<file path="config.mk">
export PLATFORM = sky130hd
export DESIGN_NAME = servo_pwm_array_flat
export DESIGN_NICKNAME = d
export VERILOG_FILES = /design/src/rtl/servo_pwm_array_pkg.sv /design/src/rtl/servo_pwm_array_if.sv /design/src/rtl/servo_pwm_array_conv.sv /design/src/rtl/servo_pwm_array.sv /design/src/flat_wrapper.sv
export SDC_FILE = /design/constraint.sdc
export NUM_CORES = 1
export LEC_CHECK = 0
export CAP_MARGIN = 20
export CORE_MARGIN = 2
export CORE_UTILIZATION = 55
export CTS_CLUSTER_DIAMETER = 150
export DETAILED_ROUTE_END_ITERATION = 8
export PLACE_DENSITY_LB_ADDON = 0.25
export SETUP_SLACK_MARGIN = 0.05
export SLEW_MARGIN = 20
export SYNTH_ARGS = -nofsm -noshare
export SYNTH_HDL_FRONTEND = slang
export SYNTH_SLANG_ARGS = --single-unit
</file>
<file path="constraint.sdc">
create_clock -name clk -period 9.3 [get_ports clk]
set_clock_uncertainty 0.05 [all_clocks]
set_input_delay 1.395 -clock clk [delete_from_list [all_inputs] [get_ports clk]]
set_output_delay 1.395 -clock clk [all_outputs]
set_load 0.02 [all_outputs]
</file>
<file path="src/rtl/servo_pwm_array_pkg.sv">
// servo_pwm_array shared definitions.
// Angle field layout, widths, converter states.
package servo_pwm_array_pkg;

  localparam int SIGN_BIT = 31;
  localparam int DEG_MSB  = 30;
  localparam int FRAC_W   = 16;
  localparam int DUTY_W   = 20;
  localparam int XITA_W   = 32;
  localparam int CH_W     = 4;
  localparam int MAG_W    = 23;
  localparam int K_W      = 10;
  localparam int PROD_W   = MAG_W + K_W;
  localparam int OFF_W    = PROD_W - FRAC_W;

  typedef enum logic [1:0] {
    ST_IDLE  = 2'd0,
    ST_MUL   = 2'd1,
    ST_STORE = 2'd2
  } conv_st_e;

  // Magnitude clamp to the degree limit.
  function automatic logic [MAG_W-1:0] clamp_mag(
    input logic [DEG_MSB:0] mag,
    input logic [DEG_MSB:0] lim
  );
    if (mag > lim) clamp_mag = lim[MAG_W-1:0];
    else clamp_mag = mag[MAG_W-1:0];
  endfunction

endpackage

</file>
<file path="src/rtl/servo_pwm_array_if.sv">
// servo_pwm_array angle write port.
// Valid/ready handshake plus error strobe.
interface servo_pwm_array_if;
  import servo_pwm_array_pkg::*;

  logic              wr_valid;
  logic              wr_ready;
  logic [CH_W-1:0]   wr_ch;
  logic [XITA_W-1:0] wr_xita;
  logic              wr_err;

  modport master (
    output wr_valid, wr_ch, wr_xita,
    input  wr_ready, wr_err
  );

  modport slave (
    input  wr_valid, wr_ch, wr_xita,
    output wr_ready, wr_err
  );

endinterface

</file>
<file path="src/rtl/servo_pwm_array_conv.sv">
// servo_pwm_array angle-to-width converter.
// Three-state IDLE/MUL/STORE pipeline, one write per 3 clocks.
module servo_pwm_array_conv
  import servo_pwm_array_pkg::*;
#(
  parameter int N_CH       = 4,
  parameter int CENTER_CNT = 75000,
  parameter int K_PER_DEG  = 555,
  parameter int MAX_DEG    = 90
) (
  input  logic              clk,
  input  logic              rst,
  servo_pwm_array_if.slave  wr,
  output logic              st_we,
  output logic [CH_W-1:0]   st_ch,
  output logic [DUTY_W-1:0] st_width
);

  localparam int MIN_W = DEG_MSB + 1;
  localparam logic [DEG_MSB:0] LIM =
    MIN_W'(MAX_DEG) << FRAC_W;
  localparam logic [K_W-1:0] KQ = K_W'(K_PER_DEG);
  localparam logic [DUTY_W-1:0] CQ =
    DUTY_W'(CENTER_CNT);

  conv_st_e          st_q;
  conv_st_e          st_d;
  logic              neg_q;
  logic [MAG_W-1:0]  mag_q;
  logic [CH_W-1:0]   ch_q;
  logic [DUTY_W-1:0] w_q;
  logic              err_q;
  logic [PROD_W-1:0] prod;
  logic [OFF_W-1:0]  off;
  logic              ok_ch;
  logic              acc;

  assign acc   = wr.wr_valid && (st_q == ST_IDLE);
  assign prod  = PROD_W'(mag_q) * PROD_W'(KQ);
  assign off   = prod[PROD_W-1:FRAC_W];
  assign ok_ch = {1'b0, ch_q} < (CH_W+1)'(N_CH);

  assign wr.wr_ready = (st_q == ST_IDLE);
  assign wr.wr_err   = err_q;
  assign st_we       = (st_q == ST_STORE) && ok_ch;
  assign st_ch       = ch_q;
  assign st_width    = w_q;

  // State register.
  always_ff @(posedge clk or posedge rst) begin
    if (rst) st_q <= ST_IDLE;
    else st_q <= st_d;
  end

  // Next-state: accept, multiply, store, back to idle.
  always_comb begin
    st_d = st_q;
    unique case (st_q)
      ST_IDLE:  if (wr.wr_valid) st_d = ST_MUL;
      ST_MUL:   st_d = ST_STORE;
      ST_STORE: st_d = ST_IDLE;
      default:  st_d = ST_IDLE;
    endcase
  end

  // Capture request, form width, flag bad channel.
  always_ff @(posedge clk or posedge rst) begin
    if (rst) begin
      ch_q  <= '0;
      neg_q <= 1'b0;
      mag_q <= '0;
      w_q   <= CQ;
      err_q <= 1'b0;
    end else begin
      err_q <= (st_q == ST_STORE) && !ok_ch;
      if (acc) begin
        ch_q  <= wr.wr_ch;
        neg_q <= wr.wr_xita[SIGN_BIT];
        mag_q <= clamp_mag(wr.wr_xita[DEG_MSB:0], LIM);
      end
      if (st_q == ST_MUL) begin
        w_q <= neg_q ? CQ - DUTY_W'(off)
                     : CQ + DUTY_W'(off);
      end
    end
  end

endmodule

</file>
<file path="src/rtl/servo_pwm_array.sv">
// servo_pwm_array: N-channel servo PWM generator.
// Widths switch only at period boundaries, optional slew.
module servo_pwm_array
  import servo_pwm_array_pkg::*;
#(
  parameter int N_CH       = 4,
  parameter int PERIOD_CNT = 1000000,
  parameter int CENTER_CNT = 75000,
  parameter int K_PER_DEG  = 555,
  parameter int MAX_DEG    = 90,
  parameter int STEP_MAX   = 0
) (
  input  logic            clk,
  input  logic            rst,
  servo_pwm_array_if.slave wr,
  input  logic [N_CH-1:0] en,
  output logic [N_CH-1:0] pwm,
  output logic            period_start
);

  localparam int PW = $clog2(PERIOD_CNT);
  localparam int CW = (PW > DUTY_W) ? PW : DUTY_W;
  localparam logic [CW-1:0] LAST = CW'(PERIOD_CNT - 1);
  localparam logic [DUTY_W-1:0] CQ =
    DUTY_W'(CENTER_CNT);
  localparam logic [DUTY_W-1:0] STEP =
    DUTY_W'(STEP_MAX);

  logic [CW-1:0]     cnt;
  logic              wrap;
  logic [DUTY_W-1:0] shadow [N_CH];
  logic [DUTY_W-1:0] active [N_CH];
  logic [DUTY_W-1:0] nxt    [N_CH];
  logic [N_CH-1:0]   pend;
  logic              st_we;
  logic [CH_W-1:0]   st_ch;
  logic [DUTY_W-1:0] st_width;

  servo_pwm_array_conv #(
    .N_CH       (N_CH),
    .CENTER_CNT (CENTER_CNT),
    .K_PER_DEG  (K_PER_DEG),
    .MAX_DEG    (MAX_DEG)
  ) u_conv (
    .clk      (clk),
    .rst      (rst),
    .wr       (wr),
    .st_we    (st_we),
    .st_ch    (st_ch),
    .st_width (st_width)
  );

  assign wrap = (cnt == LAST);

  // Free-running period counter.
  always_ff @(posedge clk or posedge rst) begin
    if (rst) cnt <= '0;
    else cnt <= wrap ? '0 : cnt + CW'(1);
  end

  // Boundary target: jump, or step toward shadow.
  always_comb begin
    for (int i = 0; i < N_CH; i++) begin
      nxt[i] = active[i];
      if (STEP_MAX == 0) begin
        nxt[i] = shadow[i];
      end else if (shadow[i] > active[i]) begin
        nxt[i] = (shadow[i] - active[i] > STEP)
               ? active[i] + STEP : shadow[i];
      end else begin
        nxt[i] = (active[i] - shadow[i] > STEP)
               ? active[i] - STEP : shadow[i];
      end
    end
  end

  // Shadow writes and boundary promotion; store wins pend.
  always_ff @(posedge clk or posedge rst) begin
    if (rst) begin
      pend <= '0;
      for (int i = 0; i < N_CH; i++) begin
        shadow[i] <= CQ;
        active[i] <= CQ;
      end
    end else begin
      for (int i = 0; i < N_CH; i++) begin
        if (wrap && pend[i]) begin
          active[i] <= nxt[i];
          if (nxt[i] == shadow[i]) pend[i] <= 1'b0;
        end
        if (st_we && st_ch == CH_W'(i)) begin
          shadow[i] <= st_width;
          pend[i]   <= 1'b1;
        end
      end
    end
  end

  // Registered compare and period marker.
  always_ff @(posedge clk or posedge rst) begin
    if (rst) begin
      pwm          <= '0;
      period_start <= 1'b0;
    end else begin
      period_start <= (cnt == '0);
      for (int i = 0; i < N_CH; i++) begin
        pwm[i] <= en[i] && (cnt < CW'(active[i]));
      end
    end
  end

endmodule

</file>
<file path="src/flat_wrapper.sv">
// flat-port wrapper written by rule: the top's interface ports become plain ports
module servo_pwm_array_flat import servo_pwm_array_pkg::*;
#(
  parameter int N_CH       = 4,
  parameter int PERIOD_CNT = 1000000,
  parameter int CENTER_CNT = 75000,
  parameter int K_PER_DEG  = 555,
  parameter int MAX_DEG    = 90,
  parameter int STEP_MAX   = 0
)
  (clk, rst, en, pwm, period_start, wr_wr_valid, wr_wr_ch, wr_wr_xita, wr_wr_ready, wr_wr_err);
  servo_pwm_array_if wr_i ();
  input  logic clk;
  input  logic rst;
  input  logic [N_CH-1:0] en;
  output logic [N_CH-1:0] pwm;
  output logic period_start;
  input wire logic [$bits(wr_i.wr_valid)-1:0] wr_wr_valid;
  input wire logic [$bits(wr_i.wr_ch)-1:0] wr_wr_ch;
  input wire logic [$bits(wr_i.wr_xita)-1:0] wr_wr_xita;
  output wire logic [$bits(wr_i.wr_ready)-1:0] wr_wr_ready;
  output wire logic [$bits(wr_i.wr_err)-1:0] wr_wr_err;
  assign wr_i.wr_valid = wr_wr_valid;
  assign wr_i.wr_ch = wr_wr_ch;
  assign wr_i.wr_xita = wr_wr_xita;
  assign wr_wr_ready = wr_i.wr_ready;
  assign wr_wr_err = wr_i.wr_err;
  servo_pwm_array #(.N_CH(N_CH), .PERIOD_CNT(PERIOD_CNT), .CENTER_CNT(CENTER_CNT), .K_PER_DEG(K_PER_DEG), .MAX_DEG(MAX_DEG), .STEP_MAX(STEP_MAX)) u_core (.clk(clk), .rst(rst), .wr(wr_i), .en(en), .pwm(pwm), .period_start(period_start));
endmodule
</file>
# == Yosys cells after proc, flatten, opt, wreduce, memory -nomap -nowiden ==
# Index checks and enable logic that the tools add are counted.
# word_totals
regBits,240
word_cells,74
output_inout_bits,7
inputBits,43
# op_classes
n_addsub,3
n_reduce_logical,23
magnitude_cmp,6
eq_ne,7
multipliers,1
muxes,13
# ops
operator,count
$lt 20x20->1,4
$mux 20,2
$mul 23x10->33 const B,1
$gt 31x23->1 const B,1
$mux 23,1
$add 20x1->20 const B,1
$eq 20x20->1 const B,1
$logic_not 20->1,1
$add 17x17->18 const A,1
$sub 17x17->18 const A,1
$logic_and 1x1->1,15
$eq 4x2->1 const B,2
$mux 1,8
$reduce_bool 2->1,4
$eq 4x1->1 const B,1
$logic_not 4->1,1
$lt 4x3->1 const B,1
$pmux 2 s2,1
$eq 2x1->1 const B,1
$eq 2x2->1 const B,1
$logic_not 2->1,1
$mux 2,1
$ne 2x2->1 const B,1
$logic_not 1->1,1

# == Logic depth before layout (Yosys ltp) ==
# Gate-level depths: netlist of the first run.
# logic_depth
ltp_word,4
depth_mapped,24
depth_no_buf,23

# == Cells and area by module ==
# Synthesis of the first run repeated with hierarchy kept, for this count alone.
# hier_totals
hier_cells,1516
area_unflattened_um2,15697.6
# by_module_without_submodules
mod,seq_area_each_um2,instances,area_per_inst_um2,cells_per_inst
servo_pwm_array,4809.6,1,9202.6,813
servo_pwm_array_conv,1261.2,1,6495.0,703

# == Worst setup path before layout of the first run ==
# No wires, ideal clock.
# synth_path
kind,register -> register
from,register u_core.u_conv.mag_q[7]
to,"register u_core.u_conv.w_q[13], in the netlist u_core.u_conv.st_width[13]"
setup_slack_ns,3.797
arrival_ns,5.376
required_time_ns,9.173
stages_incl_launch_ff,24
cell_sequence,dfrtp_1 ha_1 ha_1 inv_1 fa_1 inv_1 fa_1 inv_1 fa_1 inv_1 ha_1 nand4_1 o22ai_1 a211oi_1 o2bb2ai_1 or2_2 inv_1 ha_1 inv_1 a41o_1 o21a_1 o211a_1 or3_1 a31oi_1
# synth_between
elab_chain_cells,3
# synth_lines
item,line_no,text
"start, declared",servo_pwm_array_conv.sv:29,logic [MAG_W-1:0] mag_q;
"start signal, assigned",servo_pwm_array_conv.sv:79,"mag_q <= clamp_mag(wr.wr_xita[DEG_MSB:0], LIM);"
$mul 23x10->33 (*),servo_pwm_array_conv.sv:39,assign prod = PROD_W'(mag_q) * PROD_W'(KQ);
$add 17x17->18 / $sub 17x17->18 (equally long branches),"servo_pwm_array_conv.sv:83, servo_pwm_array_conv.sv:82",
$mux 20 (*),servo_pwm_array_conv.sv:82,w_q <= neg_q ? CQ - DUTY_W'(off)
"end signal, assigned",servo_pwm_array_conv.sv:82,
"end, declared",servo_pwm_array_conv.sv:31,logic [DUTY_W-1:0] w_q;
# Mark *: on every way between the ends. The rest lies on a longest branch, timed or not.
# A chain may end at the register's enable or synchronous reset.

# == Worst setup path in the final report of the first run ==
# layout_path
from,register u_core.u_conv.mag_q[7]
to,"register u_core.u_conv.w_q[17], in the netlist u_core.u_conv.st_width[17]"
# The elaborated chain is that of the path after synthesis.

==> impl_metrics.json, run 1 <==
{
  "status": "complete, no violations",
  "clock_latency_ns": 0.53,
  "end_kind": "register",
  "powerDensity_nw_per_um2": 157,
  "finalCritPeriodShare": 0.662,
  "rows": 61,
  "clockBufferDepth": 3,
  "required_ns": 9.67,
  "dieArea_um2": 29400,
  "clk_pin_slew_ns": 0.06,
  "die_h_um": 171,
  "power_frac_seq": 0.506,
  "die_w_um": 171,
  "setup_tns_ns": 0,
  "cpPeakStageDelay_ns": 0.56,
  "layout.nets": 1764,
  "rsz0062_at_grt": "false",
  "hold_path_class": "reg -> reg",
  "cts.sinks": 231,
  "overflow": 0,
  "track_usage": 0.238,
  "crit_fanout": 8,
  "p_leak_uw": 0.00837,
  "layout-drive-gt1-share": 0.201,
  "net-switching-power_uw": 704,
  "antenna_cells": 0,
  "irDropWorstVdd_mv": 0.124,
  "cts_tree": "built",
  "drtPass1Iterations": 5,
  "switching_share": 0.262,
  "fmax_mhz": 163,
  "comb_power_share": 0.122,
  "yosys.cell_types.count": 79,
  "cts_made_buffers": 26,
  "antenna_found_initial": 0,
  "grt_max_degree": 102,
  "slew_violations": 0,
  "fin_util": 0.619,
  "core_area_um2": 27700,
  "total_power_uw": 2690,
  "worst_pin_slew_ns": 0.997,
  "cpMostUsedCell": "inv_1",
  "cts-root-buf": "clkbuf_16",
  "grt_pass1_wl_um": 55700,
  "syn_area_per_cell_um2": 10.8,
  "syn_nets": 1713,
  "post-route-min-period_ns": 6.15,
  "p_int_uw": 1980,
  "grt_pass1_vias": 11057,
  "path_cells": "ha_1, ha_1, inv_1, fa_1, inv_1, fa_1, inv_1, fa_1, inv_1, ha_1, a21oi_1, nor4b_1, o21a_2, xnor2_2, inv_1, ha_1, inv_1, nor4_1, o21ai_1, a21oi_1, o21ai_0, a221o_1",
  "synth-edff-count": 0,
  "clockPowerShare": 0.372,
  "cts.hold.buffers_added": 0,
  "gp_congestion": 0.868,
  "dpl.cell_count": 1822,
  "yosys_warnings": 0,
  "routed_wl_um": 33500,
  "htreeDepth": 1,
  "ys_seq_area_frac": 0.381,
  "io_pins": 50,
  "start_util": 0.556,
  "fin_cells": 1870,
  "drtAntennaViolNets": 0,
  "vias": 10577,
  "final-setup-viol-count": 0,
  "critPathKind": "reg -> reg",
  "slew_headroom": 0.334,
  "syn_to_final_growth_pct": 11.3,
  "vias_per_cell": 5.66,
  "postSynthCellCount": 1421,
  "synth_seq_cells": 231,
  "max_cap_violations": 0,
  "syn-cell-area_um2": 15400,
  "hold-worst-slack_ns": 0.426,
  "drc": 0,
  "crit_slowest_cell": "nor4b_1",
  "avgRoutedWirePerCell_um": 17.9,
  "fillers": 2237,
  "synth_ff_type": "dfrtp_1",
  "ctsResizeCount": 0,
  "crit_arrival_ns": 6.52,
  "io_buffers": 49,
  "finalHoldViolations": 0,
  "post-dp-hpwl_um": 25800,
  "dr.first_iter.drc_count": 580,
  "cts_post_setup_buffers_inserted": 0,
  "async_flop_share": 1.00,
  "critPathLaunchType": "register"
}
metal layers:
layer	up-vias	share of wire	wire, um	track usage
met5	-	0	0	0
met4	0	0.029	975	0.0674
met3	66	0.028	923	0.0255
met2	183	0.50	16800	0.435
met1	5227	0.44	14700	0.299
li1	5101	-	-	-
worst paths after layout:
path,startpoint,cells after the start,to,slack (ns)
worst min-delay path,u_core.u_conv.st_q[0],1,u_core.u_conv.wr.wr_err,0.43
worst max-delay path,u_core.u_conv.mag_q[7],22,u_core.u_conv.st_width[17],3.15
max in group asynchronous,rst,3,u_core.nxt[37],6.51
worst max register to register,u_core.u_conv.mag_q[7],22,u_core.u_conv.st_width[17],3.15
min in group asynchronous,rst,2,u_core.u_conv.st_ch[3],1.35
worst min register to register,u_core.u_conv.st_q[0],1,u_core.u_conv.wr.wr_err,0.43
worst max-delay path: cells and delay by family, from the launching register on:
family / cells / cell delay, ns
fa+ha+maj: 7 / 2.60
compound gates: 6 / 1.43
simple gates: 2 / 0.95
flops: 1 / 0.47
buf+inv: 6 / 0.35
xor+xnor: 1 / 0.17
per-stage QoR:
stage                     area, um^2  worst slack [ns]
after global routing           17200              2.76
after global placement         16300              3.36
after CTS                      17200              3.19
after floorplan                15400              1.64
after detailed placement       16300              3.23
final                          17200              3.15
final cells by class:
cell class | count | area, um^2 | share of cell area
Tap cell | 378 | 473 | 0.0276
Multi-Input combinational cell | 971 | 8720 | 0.508
Clock buffer | 35 | 734 | 0.0428
Clock inverter | 13 | 109 | 0.00634
Sequential cell | 231 | 5870 | 0.342
Inverter | 185 | 702 | 0.0409
Timing Repair Buffer | 57 | 551 | 0.0321
cells in the mapped netlist (12+ instances only):
| library cell | n | area [um^2] |
|---|---|---|
| o21ai_0 | 56 | 280 |
| inv_1 | 185 | 694 |
| nor3_1 | 14 | 70.1 |
| xor2_1 | 14 | 123 |
| a21o_1 | 41 | 308 |
| dfstp_2 | 72 | 1890 |
| nand2_1 | 102 | 383 |
| xnor2_1 | 18 | 158 |
| clkbuf_1 | 28 | 105 |
| ha_1 | 196 | 2450 |
| mux2_2 | 154 | 1730 |
| nor4_1 | 12 | 75.1 |
| a21oi_1 | 37 | 185 |
| fa_1 | 53 | 1060 |
| nor2_1 | 50 | 188 |
| dfrtp_1 | 159 | 3980 |
| o211ai_1 | 15 | 113 |
| nand4_1 | 16 | 100 |
| nand3_1 | 28 | 140 |
power groups by stage:
stage / clock [uW] / sequential, uW / combinational [uW]
floorplan: 0 / 1310 / 258
global placement: 0 / 1360 / 320
detailed placement: 0 / 1370 / 331
CTS: 1030 / 1360 / 334
global route: 1060 / 1390 / 369
finish: 1000 / 1360 / 328
placed cells by master (no fill, tap or decap), drive strengths merged, types with 14 or more instances in the layout:
cell type,Yosys,layout
nor3,15,15
a21o,41,41
inv,185,187
mux2,154,154
dfrtp,159,159
xor2,15,15
a21oi,40,40
clkdlybuf4s50,0,49
nor4,14,14
fa,53,53
o21ai,60,60
nand2,103,103
dfstp,72,72
clkbuf,28,35
ha,196,196
nand4,16,16
o211ai,15,15
nor2,51,51
xnor2,19,19
nand3,29,29
registers in the layout (all words and copies together) (netlist names):
name / flops
u_core.u_conv.mag_q: 23
u_core.u_conv.neg_q: 1
u_core.u_conv.wr.wr_err: 1
u_core.active: 76
u_core.nxt: 76
u_core.u_conv.st_ch: 4
u_core.pwm: 4
u_core.period_start: 1
u_core.u_conv.st_width: 19
u_core.cnt: 20
u_core.u_conv.st_q: 2
u_core.pend: 4
cell families (layout without fill, tap and decap cells):
kind of cell / count (synthesis) / count (layout) / synth area share
DFF: 231 / 231 / 0.381
adders and majority gates: 249 / 249 / 0.228
AOI/OAI and AO/OA: 239 / 239 / 0.107
muxes: 158 / 158 / 0.115
and+or+nand+nor: 291 / 291 / 0.0946
xor gates and xnor gates: 34 / 34 / 0.0203
buffers and inverters: 219 / 290 / 0.0542
(Power assumes the default switching activity.)
==> run 2, diff against run 1 <==
==> constraint.sdc (replaced) <==
create_clock -name clk -period 5.4 [get_ports clk]
set_clock_uncertainty 0.05 [all_clocks]
set_input_delay 0.81 -clock clk [delete_from_list [all_inputs] [get_ports clk]]
set_output_delay 0.81 -clock clk [all_outputs]
set_load 0.02 [all_outputs]
==> impl_metrics.json, run 2 (synthesis gave the netlist of run 1 again) <==
{
  "status": "finished with violations",
  "violations": "negative setup slack",
  "syn_to_final_growth_pct": 25.7,
  "gp_congestion": 0.880,
  "grt_pass1_vias": 11875,
  "grt_pass1_wl_um": 58500,
  "power_frac_seq": 0.500,
  "cts_made_buffers": 26,
  "r2r_cells": 23,
  "crit_arrival_ns": 5.86,
  "slew_headroom": 0.323,
  "clk_pin_slew_ns": 0.06,
  "io_pins": 50,
  "cts_tree": "built",
  "final-setup-viol-count": 3,
  "finalCritPeriodShare": 1.01,
  "avgRoutedWirePerCell_um": 17.8,
  "holdPathStages": 2,
  "drtAntennaViolNets": 0,
  "irDropWorstVdd_mv": 0.226,
  "layout_common_cells": "171 x inv_1, 154 x mux2_2, 149 x ha_1, 149 x buf_4, 149 x dfrtp_1",
  "vias_per_cell": 5.58,
  "p_int_uw": 3430,
  "slew_violations": 0,
  "fin_cells": 2017,
  "cp-startpoint": "u_core.u_conv.mag_q[8]",
  "clockBufferDepth": 3,
  "finalHoldViolations": 0,
  "post-route-min-period_ns": 5.44,
  "drtPass1Iterations": 5,
  "start_util": 0.556,
  "routed_wl_um": 36000,
  "fillers": 1978,
  "grt_max_degree": 135,
  "layout-drive-gt1-share": 0.354,
  "net-switching-power_uw": 1250,
  "antenna_found_initial": 0,
  "post-dp-hpwl_um": 26800,
  "rsz0062_at_grt": "true",
  "clock_latency_ns": 0.55,
  "htreeDepth": 1,
  "die_w_um": 171,
  "fmax_mhz": 184,
  "fin_ws_ns": -0.0425,
  "crit_fanout": 6,
  "dieArea_um2": 29400,
  "die_h_um": 171,
  "final_common_cell": "inv_1",
  "dpl.cell_count": 1943,
  "track_usage": 0.251,
  "switching_share": 0.267,
  "end_kind": "register",
  "powerDensity_nw_per_um2": 242,
  "r2r-start": "u_core.u_conv.mag_q[8]",
  "p_leak_uw": 0.00903,
  "dr.first_iter.drc_count": 579,
  "fin_util": 0.699,
  "drc": 0,
  "critPathKind": "reg -> reg",
  "rows": 61,
  "overflow": 0,
  "timing.hold.worst.start": "u_core.u_conv.st_ch[3]",
  "io_buffers": 49,
  "worst_pin_slew_ns": 1.01,
  "layout.nets": 1911,
  "max_cap_violations": 0,
  "required_ns": 5.82,
  "antenna_cells": 0,
  "hold_path_class": "reg -> reg",
  "vias": 11255,
  "core_area_um2": 27700,
  "critPathLaunchType": "register",
  "clockPowerShare": 0.364,
  "cts-root-buf": "clkbuf_16",
  "cts.sinks": 231,
  "comb_power_share": 0.137
}
-- run 2: cell types whose count changed in the layout (fill, tap and decap cells not counted), sizes merged --
cell      delta
buf        +147
bufinv       -1
clkbuf       +3
inv          -2
clkinvlp     +1
clkinv       -1
-- run 2: path summary, 6_finish.rpt --
kind                       slack (ns)                         end
max                             -0.04  u_core.u_conv.st_width[13]
min                              0.44      u_core.u_conv.st_ch[3]
max reg2reg                     -0.04  u_core.u_conv.st_width[13]
min reg2reg                      0.44      u_core.u_conv.st_ch[3]
max in group asynchronous        3.34           u_core.active[78]
min in group asynchronous        0.67     u_core.u_conv.mag_q[18]
-- run 2: timing repair --
item | in CTS | in global routing
setup buffers | 12 | 16
resized for setup | 62 | 110
hold buffers | 0 | 0
endpoints found under the hold margin | 0 | 0
pin swaps | 69 | 80
endpoints found under the setup margin | 12 | 14
-- run 2: power by group through the flow --
stage | registers, uW | clock network (uW) | logic, uW
6_report | 2340 | 1700 | 640
4_1_cts | 2340 | 1740 | 621
3_5_place_dp | 2370 | 0 | 606
5_1_grt | 2380 | 1810 | 709
3_3_place_gp | 2350 | 0 | 587
2_1_floorplan | 2260 | 0 | 447
-- run 2: layer usage --
| metal | routed length [um] | vias to the layer above | global-route usage |
|---|---|---|---|
| li1 | - | 5393 | - |
| met3 | 890 | 93 | 0.0281 |
| met2 | 18200 | 176 | 0.460 |
| met1 | 15400 | 5593 | 0.303 |
| met4 | 1500 | 0 | 0.0917 |
| met5 | 0 | - | 0 |
-- run 2: final cells by class --
type                    count  area, um^2  share of cell area
well taps                 378         473              0.0244
repair buffers            204        1690              0.0875
clock buffers              38         756              0.0390
multi-input cells         971        9790               0.505
flip-flops and latches    231        5880               0.304
inverters                 185         701              0.0362
clock inverters            10        76.3             0.00394
-- run 2: critical path, stage by stage (launching register included) --
cell and delay, ns:
dfrtp_2 0.45, ha_2 0.23, ha_4 0.27, inv_2 0.03
fa_1 0.46, inv_1 0.05, fa_1 0.47, inv_1 0.05
fa_1 0.50, inv_2 0.05, ha_4 0.28, nand4_1 0.15
o22ai_2 0.27, a211oi_4 0.09, o2111a_1 0.29, or2_4 0.27
inv_4 0.07, ha_4 0.12, inv_2 0.03, a41o_4 0.26
o21a_1 0.19, o211a_1 0.20, or3_1 0.36, a31oi_1 0.17
-- run 2: per-stage QoR --
step	setup TNS [ns]	setup slack, ns	instance area [um^2]	hold WS, ns	power, uW
final	-0.0808	-0.0425	19400	0.437	4680
after floorplan	0	0.0157	15500	0.396	2700
after CTS	-0.360	-0.138	18600	0.439	4700
after global routing	-1.02	-0.237	19400	0.458	4900
after global placement	-1.39	-0.267	17300	0.411	2940
after detailed placement	-2.19	-0.327	17300	0.428	2980
==> run 3, diff against run 2 <==
--- a/config.mk
+++ b/config.mk
@@ -11,6 +11,7 @@
 export CTS_CLUSTER_DIAMETER = 150
 export DETAILED_ROUTE_END_ITERATION = 8
 export PLACE_DENSITY_LB_ADDON = 0.25
+export REMOVE_ABC_BUFFERS = 1
 export SETUP_SLACK_MARGIN = 0.05
 export SLEW_MARGIN = 20
 export SYNTH_ARGS = -nofsm -noshare
==> impl_metrics.json, run 3 (synthesis gave the netlist of run 1 again) <==
{
  "status": "finished with violations",
  "violations": "negative setup slack",
  "fmax_mhz": 178,
  "end_kind": "register",
  "hold-worst-slack_ns": 0.431,
  "clockBufferDepth": 3,
  "layout_common_cells": "175 x inv_1, 159 x ha_1, 156 x dfrtp_1",
  "timing.hold.worst.start": "u_core.u_conv.st_ch[2]",
  "grt_pass1_wl_um": 58600,
  "powerDensity_nw_per_um2": 252,
  "die_w_um": 171,
  "fin_ws_ns": -0.234,
  "crit_slowest_cell": "fa_1",
  "finalCritPeriodShare": 1.04,
  "clock_latency_ns": 0.53,
  "antenna_cells": 0,
  "final-setup-viol-count": 7,
  "start_util": 0.556,
  "hold_path_class": "reg -> reg",
  "rsz0062_at_grt": "true",
  "slew_violations": 0,
  "core_area_um2": 27700,
  "worst_pin_slew_ns": 1.10,
  "drc": 0,
  "htreeDepth": 1,
  "cpPeakStageDelay_ns": 0.52,
  "syn_to_final_growth_pct": 25.5,
  "cts_tree": "built",
  "design_area_um2": 19300,
  "place_area_um2": 17200,
  "max_cap_violations": 0,
  "drtAntennaViolNets": 0,
  "slew_headroom": 0.267,
  "grt_max_degree": 94,
  "dieArea_um2": 29400,
  "vias": 11385,
  "layout-drive-gt1-share": 0.344,
  "die_h_um": 171,
  "fillers": 1976,
  "io_buffers": 49,
  "clk_pin_slew_ns": 0.06,
  "rows": 61,
  "io_pins": 50,
  "post-route-min-period_ns": 5.63,
  "post-dp-hpwl_um": 25600,
  "layout.nets": 1910,
  "path_cells": "buf_6, ha_4, ha_4, inv_2, fa_1, inv_2, fa_1, inv_2, fa_1, inv_2, ha_4, nand4_1, nor2_2, buf_4, and4_4, buf_4, o31ai_2, buf_4, a21oi_4, nor4_4, or3b_4, a31o_4, nor3b_2, or3_1",
  "vias_per_cell": 5.65,
  "cts_made_buffers": 25,
  "dr.first_iter.drc_count": 590,
  "multi_input_area_um2": 9670,
  "grt_pass1_vias": 11835,
  "irDropWorstVdd_mv": 0.216,
  "cts.hold.buffers_added": 0,
  "critPathLaunchType": "register",
  "p_leak_uw": 0.00919,
  "final_common_cell": "inv_1",
  "overflow": 0,
  "crit_arrival_ns": 6.03,
  "routed_wl_um": 36200,
  "layout.area.seq_um2": 5870,
  "r2r-start": "u_core.u_conv.mag_q[9]",
  "cts.sinks": 231,
  "finalHoldViolations": 0,
  "cp-startpoint": "u_core.u_conv.mag_q[9]",
  "total_power_uw": 4870,
  "crit_fanout": 3,
  "setup_tns_ns": -0.895,
  "critPathKind": "reg -> reg",
  "avgRoutedWirePerCell_um": 18.0,
  "drtPass1Iterations": 5,
  "gp_congestion": 0.900,
  "track_usage": 0.250,
  "cpMostUsedCell": "inv_2",
  "antenna_found_initial": 0,
  "required_ns": 5.79,
  "cts-root-buf": "clkbuf_16"
}
[run 3: worst max-delay path: cells and delay by family (launching register included)]
kind | cells | cell delay, ns
fa+ha+maj | 6 | 2.28
simple gates | 7 | 1.61
buf+inv | 8 | 0.71
compound gates | 3 | 0.48
flops | 1 | 0.40
[run 3: cell type report]
type	count	share of cell area
clock inverters	16	0.0125
multi-input cells	971	0.500
inverters	185	0.0363
repair buffers	204	0.0879
flip-flops and latches	231	0.304
clock buffers	30	0.0354
well taps	378	0.0245
[run 3: worst paths after layout]
kind | to | slack (ns) | depth (start not counted)
worst max-delay path | u_core.u_conv.st_width[16] | -0.23 | 24
max in group asynchronous | u_core.nxt[12] | 3.48 | 3
worst min-delay path | u_core.u_conv.st_ch[2] | 0.43 | 2
worst min register to register | u_core.u_conv.st_ch[2] | 0.43 | 2
worst max register to register | u_core.u_conv.st_width[16] | -0.23 | 24
min in group asynchronous | u_core.nxt[62] | 0.74 | 2
[run 3: per-layer routing]
metal / GRT usage / share of wire / vias to the layer above
met1: 0.314 / 0.44 / 5660
met3: 0.0269 / 0.029 / 110
met2: 0.444 / 0.49 / 227
met4: 0.0962 / 0.041 / 0
met5: 0 / 0 / -
li1: - / - / 5388
[run 3: repair_timing]
| item | in CTS | in global routing |
|---|---|---|
| setup buffers | 22 | 16 |
| resized for setup | 81 | 82 |
| endpoints found under the setup margin | 12 | 13 |
| pin swaps | 62 | 64 |
| endpoints found under the hold margin | 0 | 0 |
| cloned | 0 | 0 |
[run 3: stage by stage]
step            util  worst slack (ns)  std cells
2_1_floorplan      -             -1.67       1387
3_3_place_gp   0.619            -0.261       1932
3_5_place_dp   0.619            -0.344       1932
4_1_cts        0.676           -0.0809       2000
5_1_grt        0.698            -0.378       2015
6_report       0.698            -0.234       2015
[run 3: where the power goes]
part,total [uW],switching [uW],internal [uW]
combinational,636,282,354
clock,1900,706,1190
sequential,2340,226,2110
